### src/rtl/i2c_pkg.sv
// i2c_pkg: shared types and constants for the I2C target.
// Latency: n/a (declarations only).
// Flow control: n/a.
package i2c_pkg;

  typedef enum logic [3:0] {
    IDLE,
    ADDR,
    ADDR_ACK,
    REG,
    REG_ACK,
    WDATA,
    WDATA_ACK,
    RDATA,
    RDATA_ACK,
    IGNORE
  } state_t;

  localparam logic I2C_ACK  = 1'b0;
  localparam logic I2C_NACK = 1'b1;

  // Bit counter holds 0..8 (8 = byte complete, ACK slot next).
  localparam int                   BIT_CNT_W     = 4;
  localparam logic [BIT_CNT_W-1:0] BITS_PER_BYTE = 4'd8;
  localparam logic [BIT_CNT_W-1:0] LAST_BIT      = 4'd7;

endpackage

### src/rtl/i2c_line_sync.sv
// i2c_line_sync: synchronizes one open-drain bus line and flags its rising/falling edges.
// Latency: pin to level/edge flag 2 clk; 4 clk when I2C_TARGET_GLITCH_FILTER_EN is defined.
// Flow control: none; flags are single-cycle and must be consumed when raised.
// Ports: clk, rst_n (async, active-low); line = raw pin; level = cleaned value;
//        rise/fall = one-cycle edge flags on level.
// Build option: I2C_TARGET_GLITCH_FILTER_EN adds a 3-sample majority filter.
module i2c_line_sync (
  input  logic clk,
  input  logic rst_n,
  input  logic line,
  output logic level,
  output logic rise,
  output logic fall
);

  logic [1:0] sync;
  logic       prev;

  // Reset to 1: an idle I2C line is pulled high.
  always_ff @(posedge clk or negedge rst_n) begin
    if (!rst_n) sync <= 2'b11;
    else        sync <= {sync[0], line};
  end

`ifdef I2C_TARGET_GLITCH_FILTER_EN
  logic [2:0] hist;

  always_ff @(posedge clk or negedge rst_n) begin
    if (!rst_n) hist <= 3'b111;
    else        hist <= {hist[1:0], sync[1]};
  end

  // A single-clk pulse only ever occupies one history slot, so it never wins the vote.
  assign level = (hist[0] & hist[1]) | (hist[0] & hist[2]) | (hist[1] & hist[2]);
`else
  assign level = sync[1];
`endif

  always_ff @(posedge clk or negedge rst_n) begin
    if (!rst_n) prev <= 1'b1;
    else        prev <= level;
  end

  assign rise = level & ~prev;
  assign fall = ~level & prev;

endmodule

### src/rtl/i2c_target.sv
// i2c_target: 7-bit-addressed I2C target turning bus writes/reads into one-cycle register strobes.
// Latency: bus edge to internal event 2 clk (4 with filter); sda_oe/strobes registered 1 clk later.
// Flow control: none on the host side and no clock stretching; rd_data must be valid by the next SCL fall after rd_stb.
// Ports: clk, rst_n (async, active-low); scl_i/sda_i = raw pins; sda_oe = pull SDA low;
//        reg_addr = register pointer; wr_data/wr_stb = write strobe; rd_stb/rd_data = read request/data;
//        busy = addressed transaction in progress.
// Build option: I2C_TARGET_GLITCH_FILTER_EN enables majority filtering in i2c_line_sync.
module i2c_target
  import i2c_pkg::*;
#(
  parameter logic [6:0] DEV_ADDR = 7'h10,
  parameter int         REG_W    = 8
) (
  input  logic             clk,
  input  logic             rst_n,
  input  logic             scl_i,
  input  logic             sda_i,
  output logic             sda_oe,
  output logic [REG_W-1:0] reg_addr,
  output logic [7:0]       wr_data,
  output logic             wr_stb,
  output logic             rd_stb,
  input  logic [7:0]       rd_data,
  output logic             busy
);

  logic scl, scl_rise, scl_fall;
  logic sda, sda_rise, sda_fall;

  i2c_line_sync u_scl_sync (
    .clk   (clk),
    .rst_n (rst_n),
    .line  (scl_i),
    .level (scl),
    .rise  (scl_rise),
    .fall  (scl_fall)
  );

  i2c_line_sync u_sda_sync (
    .clk   (clk),
    .rst_n (rst_n),
    .line  (sda_i),
    .level (sda),
    .rise  (sda_rise),
    .fall  (sda_fall)
  );

  logic start_det, stop_det;
  assign start_det = sda_fall & scl;
  assign stop_det  = sda_rise & scl;

  state_t               state;
  logic [BIT_CNT_W-1:0] bit_cnt;
  logic [7:0]           shreg;
  logic                 rw;
  logic                 master_ack;
  logic [7:0]           rx_byte;
  logic                 byte_done;

  assign rx_byte   = {shreg[6:0], sda};
  assign byte_done = (bit_cnt == BITS_PER_BYTE);

  always_ff @(posedge clk or negedge rst_n) begin
    if (!rst_n) begin
      state      <= IDLE;
      bit_cnt    <= '0;
      shreg      <= '0;
      rw         <= 1'b0;
      master_ack <= 1'b0;
      sda_oe     <= 1'b0;
      reg_addr   <= '0;
      wr_data    <= '0;
      wr_stb     <= 1'b0;
      rd_stb     <= 1'b0;
      busy       <= 1'b0;
    end else begin
      wr_stb <= 1'b0;
      rd_stb <= 1'b0;
      // STOP outranks START if both ever flag together.
      if (stop_det) begin
        state   <= IDLE;
        bit_cnt <= '0;
        sda_oe  <= 1'b0;
        busy    <= 1'b0;
      end else if (start_det) begin
        // Repeated START keeps reg_addr so a pointer write can precede a read.
        state   <= ADDR;
        bit_cnt <= '0;
        sda_oe  <= 1'b0;
      end else begin
        case (state)
          ADDR: begin
            if (scl_rise) begin
              shreg   <= rx_byte;
              bit_cnt <= bit_cnt + BIT_CNT_W'(1);
            end else if (scl_fall && byte_done) begin
              bit_cnt <= '0;
              if (shreg[7:1] == DEV_ADDR) begin
                state  <= ADDR_ACK;
                sda_oe <= 1'b1;
                busy   <= 1'b1;
                rw     <= shreg[0];
                rd_stb <= shreg[0];
              end else begin
                state <= IGNORE;
              end
            end
          end
          REG: begin
            if (scl_rise) begin
              shreg   <= rx_byte;
              bit_cnt <= bit_cnt + BIT_CNT_W'(1);
              if (bit_cnt == LAST_BIT) reg_addr <= REG_W'(rx_byte);
            end else if (scl_fall && byte_done) begin
              state  <= REG_ACK;
              sda_oe <= 1'b1;
            end
          end
          WDATA: begin
            if (scl_rise) begin
              shreg   <= rx_byte;
              bit_cnt <= bit_cnt + BIT_CNT_W'(1);
            end else if (scl_fall && byte_done) begin
              state   <= WDATA_ACK;
              sda_oe  <= 1'b1;
              wr_data <= shreg;
              wr_stb  <= 1'b1;
            end
          end
          ADDR_ACK: begin
            if (scl_fall) begin
              bit_cnt <= '0;
              if (rw) begin
                // First read bit goes out on the same falling edge that ends the ACK.
                shreg  <= rd_data;
                sda_oe <= ~rd_data[7];
                state  <= RDATA;
              end else begin
                sda_oe <= 1'b0;
                state  <= REG;
              end
            end
          end
          REG_ACK: begin
            if (scl_fall) begin
              bit_cnt <= '0;
              sda_oe  <= 1'b0;
              state   <= WDATA;
            end
          end
          WDATA_ACK: begin
            if (scl_fall) begin
              bit_cnt  <= '0;
              sda_oe   <= 1'b0;
              reg_addr <= reg_addr + REG_W'(1);
              state    <= WDATA;
            end
          end
          RDATA: begin
            if (scl_rise) begin
              bit_cnt <= bit_cnt + BIT_CNT_W'(1);
            end else if (scl_fall) begin
              if (byte_done) begin
                sda_oe <= 1'b0;
                state  <= RDATA_ACK;
              end else begin
                shreg  <= {shreg[6:0], 1'b0};
                sda_oe <= ~shreg[6];
              end
            end
          end
          RDATA_ACK: begin
            if (scl_rise) begin
              reg_addr   <= reg_addr + REG_W'(1);
              master_ack <= (sda == I2C_ACK);
              rd_stb     <= (sda == I2C_ACK);
            end else if (scl_fall) begin
              bit_cnt <= '0;
              if (master_ack) begin
                shreg  <= rd_data;
                sda_oe <= ~rd_data[7];
                state  <= RDATA;
              end else begin
                sda_oe <= 1'b0;
                state  <= IGNORE;
              end
            end
          end
          default: ;  // IDLE and IGNORE wait for START/STOP
        endcase
      end
    end
  end

endmodule
### config.mk
export PLATFORM = sky130hd
export DESIGN_NAME = i2c_target
export DESIGN_NICKNAME = d
export VERILOG_FILES = /design/src/rtl/i2c_pkg.sv /design/src/rtl/i2c_line_sync.sv /design/src/rtl/i2c_target.sv
export SDC_FILE = /design/constraint.sdc
export NUM_CORES = 1
export LEC_CHECK = 0
export ABC_CLOCK_PERIOD_IN_PS = 1740
export BUFFER_PORTS_ARGS = -buffer_cell sky130_fd_sc_hd__clkbuf_2
export CORE_AREA = 3 3 79 81
export DETAILED_ROUTE_END_ITERATION = 10
export DIE_AREA = 0 0 82 84
export PLACE_DENSITY_LB_ADDON = 0.08
export SLEW_MARGIN = 10
export SYNTH_ARGS = -nofsm -noshare
export SYNTH_HDL_FRONTEND = slang
export SYNTH_SLANG_ARGS = --single-unit
### constraint.sdc
create_clock -name clk -period 1.74 [get_ports clk]
set_input_delay 0.348 -clock clk [delete_from_list [all_inputs] [get_ports clk]]
set_output_delay 0.348 -clock clk [all_outputs]
set_load 0.005 [all_outputs]
==> impl_results.md <==
- Outcome: finished with violations
- Failing checks: setup timing
- FFs w/ async S/R, synth: 100.0%
- First-pass GRT wire length: 11750 um
- Crit path capture type: flip-flop
- Internal power: approximately 3000 uW
- Final Wtd Congestion: approximately 0.9
- I/O pin cnt: 32
- DRT Pass-1 Iters: 4
- Die Area: 6888 um^2
- Hold Path Stages: 1
- Initial Utilization: between 40% and 50%
- Root Driver: clkbuf_8
- Vias: about 2.4k
- FF-to-FF path depth: 8
- # clock sinks: 44
- Largest net degree at the start of global routing: 19
- Final Slew Violations: 0
- Unrepaired setup endpoints after global routing: true
- Number of global-route vias before repair: roughly 2.4k
- Hold_sp: scl_i
- Pwr Density: 1386 nW/um^2
- Fin. Hold Viols: 0
- Htree depth: 2
- Grt total ovfl: 0
- Vias/cell: 5.554
- Main combinational cell family by area after synthesis: compound AO/OA/AOI/OAI gates
- Critical Path, Cell by Cell: inv_1 > ha_1 > nand3b_1 > o21ai_1 > o2bb2ai_2 > a21oi_4 > or4b_1 > nand2_1
- Gr usage total: between 20% and 30%
- Post-DP HPWL: 5132 um
- Family with the most delay on the worst path: simple AND/OR/NAND/NOR gates
- CP startpoint kind: flip-flop
- Worst setup margin: -0.1008 ns
- Setup Crit Path Kind: flip-flop to flip-flop
- Yosys reg bits: 44
- Post-synth EDFFs: 0
- Drc violations: 0
- Cells after Synth: around 270
- Most frequent cells in the layout: buf_4, dfrtp_1, clkbuf_2, nand2_1, nor2_1
- Simple-gate share of the synthesized area: 18.89%
- Clock Skew: 0.009295 ns
- Clock Latency Late Sink: 0.29 ns
- Num rows: 27
- Slowest CP cell: or4b_1
- Tcrit/Tclk final: 105.8%
- CTS tree: built
- Clock transition at path regs: 0.08 ns
- Post-synthesis adder-cell area fraction: 1.487%
- Antenna Nets Post-Route: 0
- R2R Setup Slk: -0.10 ns
- Ant diodes: 0
- Max Cap Viol: 0
- Reg power frac: around 31%
- Leakage: 0.001658 uW
- Synthesized area: 2524 um^2
- Most common cell after layout, fill and taps aside: buf_4
- Core ar.: 5540 um^2
- Synth Flop Type: dfrtp_1
- Slew of the pin with the lowest slew margin: 0.3959 ns
- Final setup fails: 28
- Clk network pwr share: 12.9%
- Number of cells after detailed placement: ~420
- Crit-path max cell delay: 0.47 ns
- Buffers on Ports: 31
- Slew HR: 73.61%
- Yosys warning count: 0
- Minimum clock period: 1.841 ns
- Worst Hold End: u_scl_sync.sync[0]
- Max Fclk: between 500 and 600 MHz
- Share of layout cells above drive strength 1: 46.58%
- Maximum clock insertion buffer count: 2
- Area Overhead vs Synth: 40.95%
- Syn_nets: 282
- Mux contribution to synthesized area: slightly below 7%
- Worst EP required: 1.97 ns
- Chip height: approximately 84 um
- Peak supply drop: 0.6129 mV
- # fillers: 491
- Worst r2r dst: bit_cnt[2]
- Avg WL per Cell: 16.60 um
- Layout Utilization: 64.21%
- Starting DRT DRC Count: roughly 130
- Sw Share: 40.48%
- Hold WC Path Type: input pin to flip-flop
- Finished Layout Cells: 437
- Post-synthesis sequential area ratio: 43.93%
- Buffers & Inverters on Critical Path: 1
- Die X: roughly 82 um
- Synth Area in XOR/XNOR: 0.6941%
- CTS buffer count: 5
- NetSw: 1995 uW
- Arrival time worst endpoint: 2.08 ns
- Critical Path Fanout Max: 7
- Initial antenna violation count: 0
- Fin nets: 379
- Compound-Gate Fraction of Synth Area: 23.10%
- Comb power frac: 55.8%
- Synth cell types: 60
- Mean Syn Cell Area: 9.452 um^2
- Routed wire length: 7255 um
- Worst r2r src: bit_cnt[0]
## kinds of logic after synthesis
| group | Yosys count |
|---|---|
| AND/OR/NAND/NOR | 93 |
| adder cells (fa/ha/maj) | 3 |
| buffers and inverters | 25 |
| XOR/XNOR | 2 |
| flip-flops | 44 |
| AO/OA/AOI/OAI | 84 |
| multiplexers | 16 |
## cell usage after synthesis (4+ instances only)
cell       n  share of area [%]
mux2i_1    9                3.6
a21oi_1   19                3.8
nor2_1    20                3.0
and3_1     4               0.99
nand3_1   12                2.4
o21ai_0   19                3.8
nand2b_1   5                1.2
mux2_2     6                2.7
buf_2      7                1.4
o22a_1     7                2.4
inv_1      9                1.3
nor3_1     7                1.4
o21a_1     4                1.2
a31oi_1    5                1.2
dfrtp_1   38                 38
dfstp_2    6                6.2
nand2_1   24                3.6
## area by class of cell
| class | count | area, um^2 | share of cell area, % |
|---|---|---|---|
| Clock inverter | 2 | 12.51 | 0.3517 |
| Multi-Input combinational cell | 198 | 1464 | 41.15 |
| Timing Repair Buffer | 104 | 759.5 | 21.35 |
| Sequential cell | 44 | 1114 | 31.31 |
| Clock buffer | 6 | 72.57 | 2.040 |
| Inverter | 11 | 45.04 | 1.266 |
| Tap cell | 72 | 90.09 | 2.533 |
## worst reg2reg max path, delay by kind of cell, from the launching register on
kind | cells | cell delay (ns)
flops | 1 | 0.39
simple gates | 3 | 0.72
fa+ha+maj | 1 | 0.14
buf+inv | 1 | 0.06
compound gates | 3 | 0.48
## flip-flops by register name (all words and copies together) (netlist names)
| name | cells |
|---|---|
| reg_addr | 8 |
| u_sda_sync.sync | 2 |
| sda_oe | 1 |
| master_ack | 1 |
| busy | 1 |
| bit_cnt | 4 |
| state | 4 |
| u_scl_sync.sync | 2 |
| wr_data | 8 |
| shreg | 8 |
| rw | 1 |
| rd_stb | 1 |
| u_scl_sync.prev | 1 |
| u_sda_sync.prev | 1 |
| wr_stb | 1 |
## power by group through the flow
stage                     Clock (uW)  Combinational (uW)  Sequential [uW]
final                            637                2750             1540
after global routing             701                3000             1590
after CTS                        659                2500             1530
after detailed placement           0                2240             1530
after global placement             0                2240             1520
after floorplan                    0                1330             1490
## worst max path at each step
stage	startpoint	end	slack [ns]	depth (start not counted)
after CTS	state[0]	shreg[0]	-0.09	8
after global placement	state[3]	bit_cnt[3]	-0.17	7
after floorplan	state[1]	bit_cnt[3]	-0.02	7
final	bit_cnt[0]	bit_cnt[2]	-0.10	8
after global routing	bit_cnt[0]	bit_cnt[2]	-0.24	8
after detailed placement	bit_cnt[0]	bit_cnt[3]	-0.19	8
## stage by stage
stage / total power [uW] / instance area, um^2 / hold slack (ns) / TNS (ns) / setup slack, ns
5_1_grt: 5288 / 3557 / 0.1193 / -4.863 / -0.2400
3_5_place_dp: 3769 / 3152 / 0.2890 / -1.861 / -0.1857
3_3_place_gp: 3758 / 3152 / 0.2831 / -2.198 / -0.1691
6_report: 4929 / 3557 / 0.1347 / -1.333 / -0.1008
2_1_floorplan: 2818 / 2540 / 0.05241 / -0.05008 / -0.02334
4_1_cts: 4682 / 3403 / 0.1236 / -1.461 / -0.09264
## layer usage
layer | GRT usage, % | routed length [um] | vias up | part of all wire, %
li1 | - | - | 1174 | -
met5 | 0 | 0 | - | 0
met1 | 32.40 | 3462 | 1193 | 48
met4 | 3.474 | 19 | 0 | 0.26
met3 | 3.564 | 348 | 2 | 4.8
met2 | 33.73 | 3425 | 58 | 47
## what timing repair did
action                                  CTS  global route
pin swaps                                11             9
endpoints found under the setup margin   30            36
buffers inserted                          8             4
hold buffers                              1             0
resized for setup                        27            30
gates cloned                              1             0
hold endpoints to repair                  7             0
(Power assumes the default switching activity.)
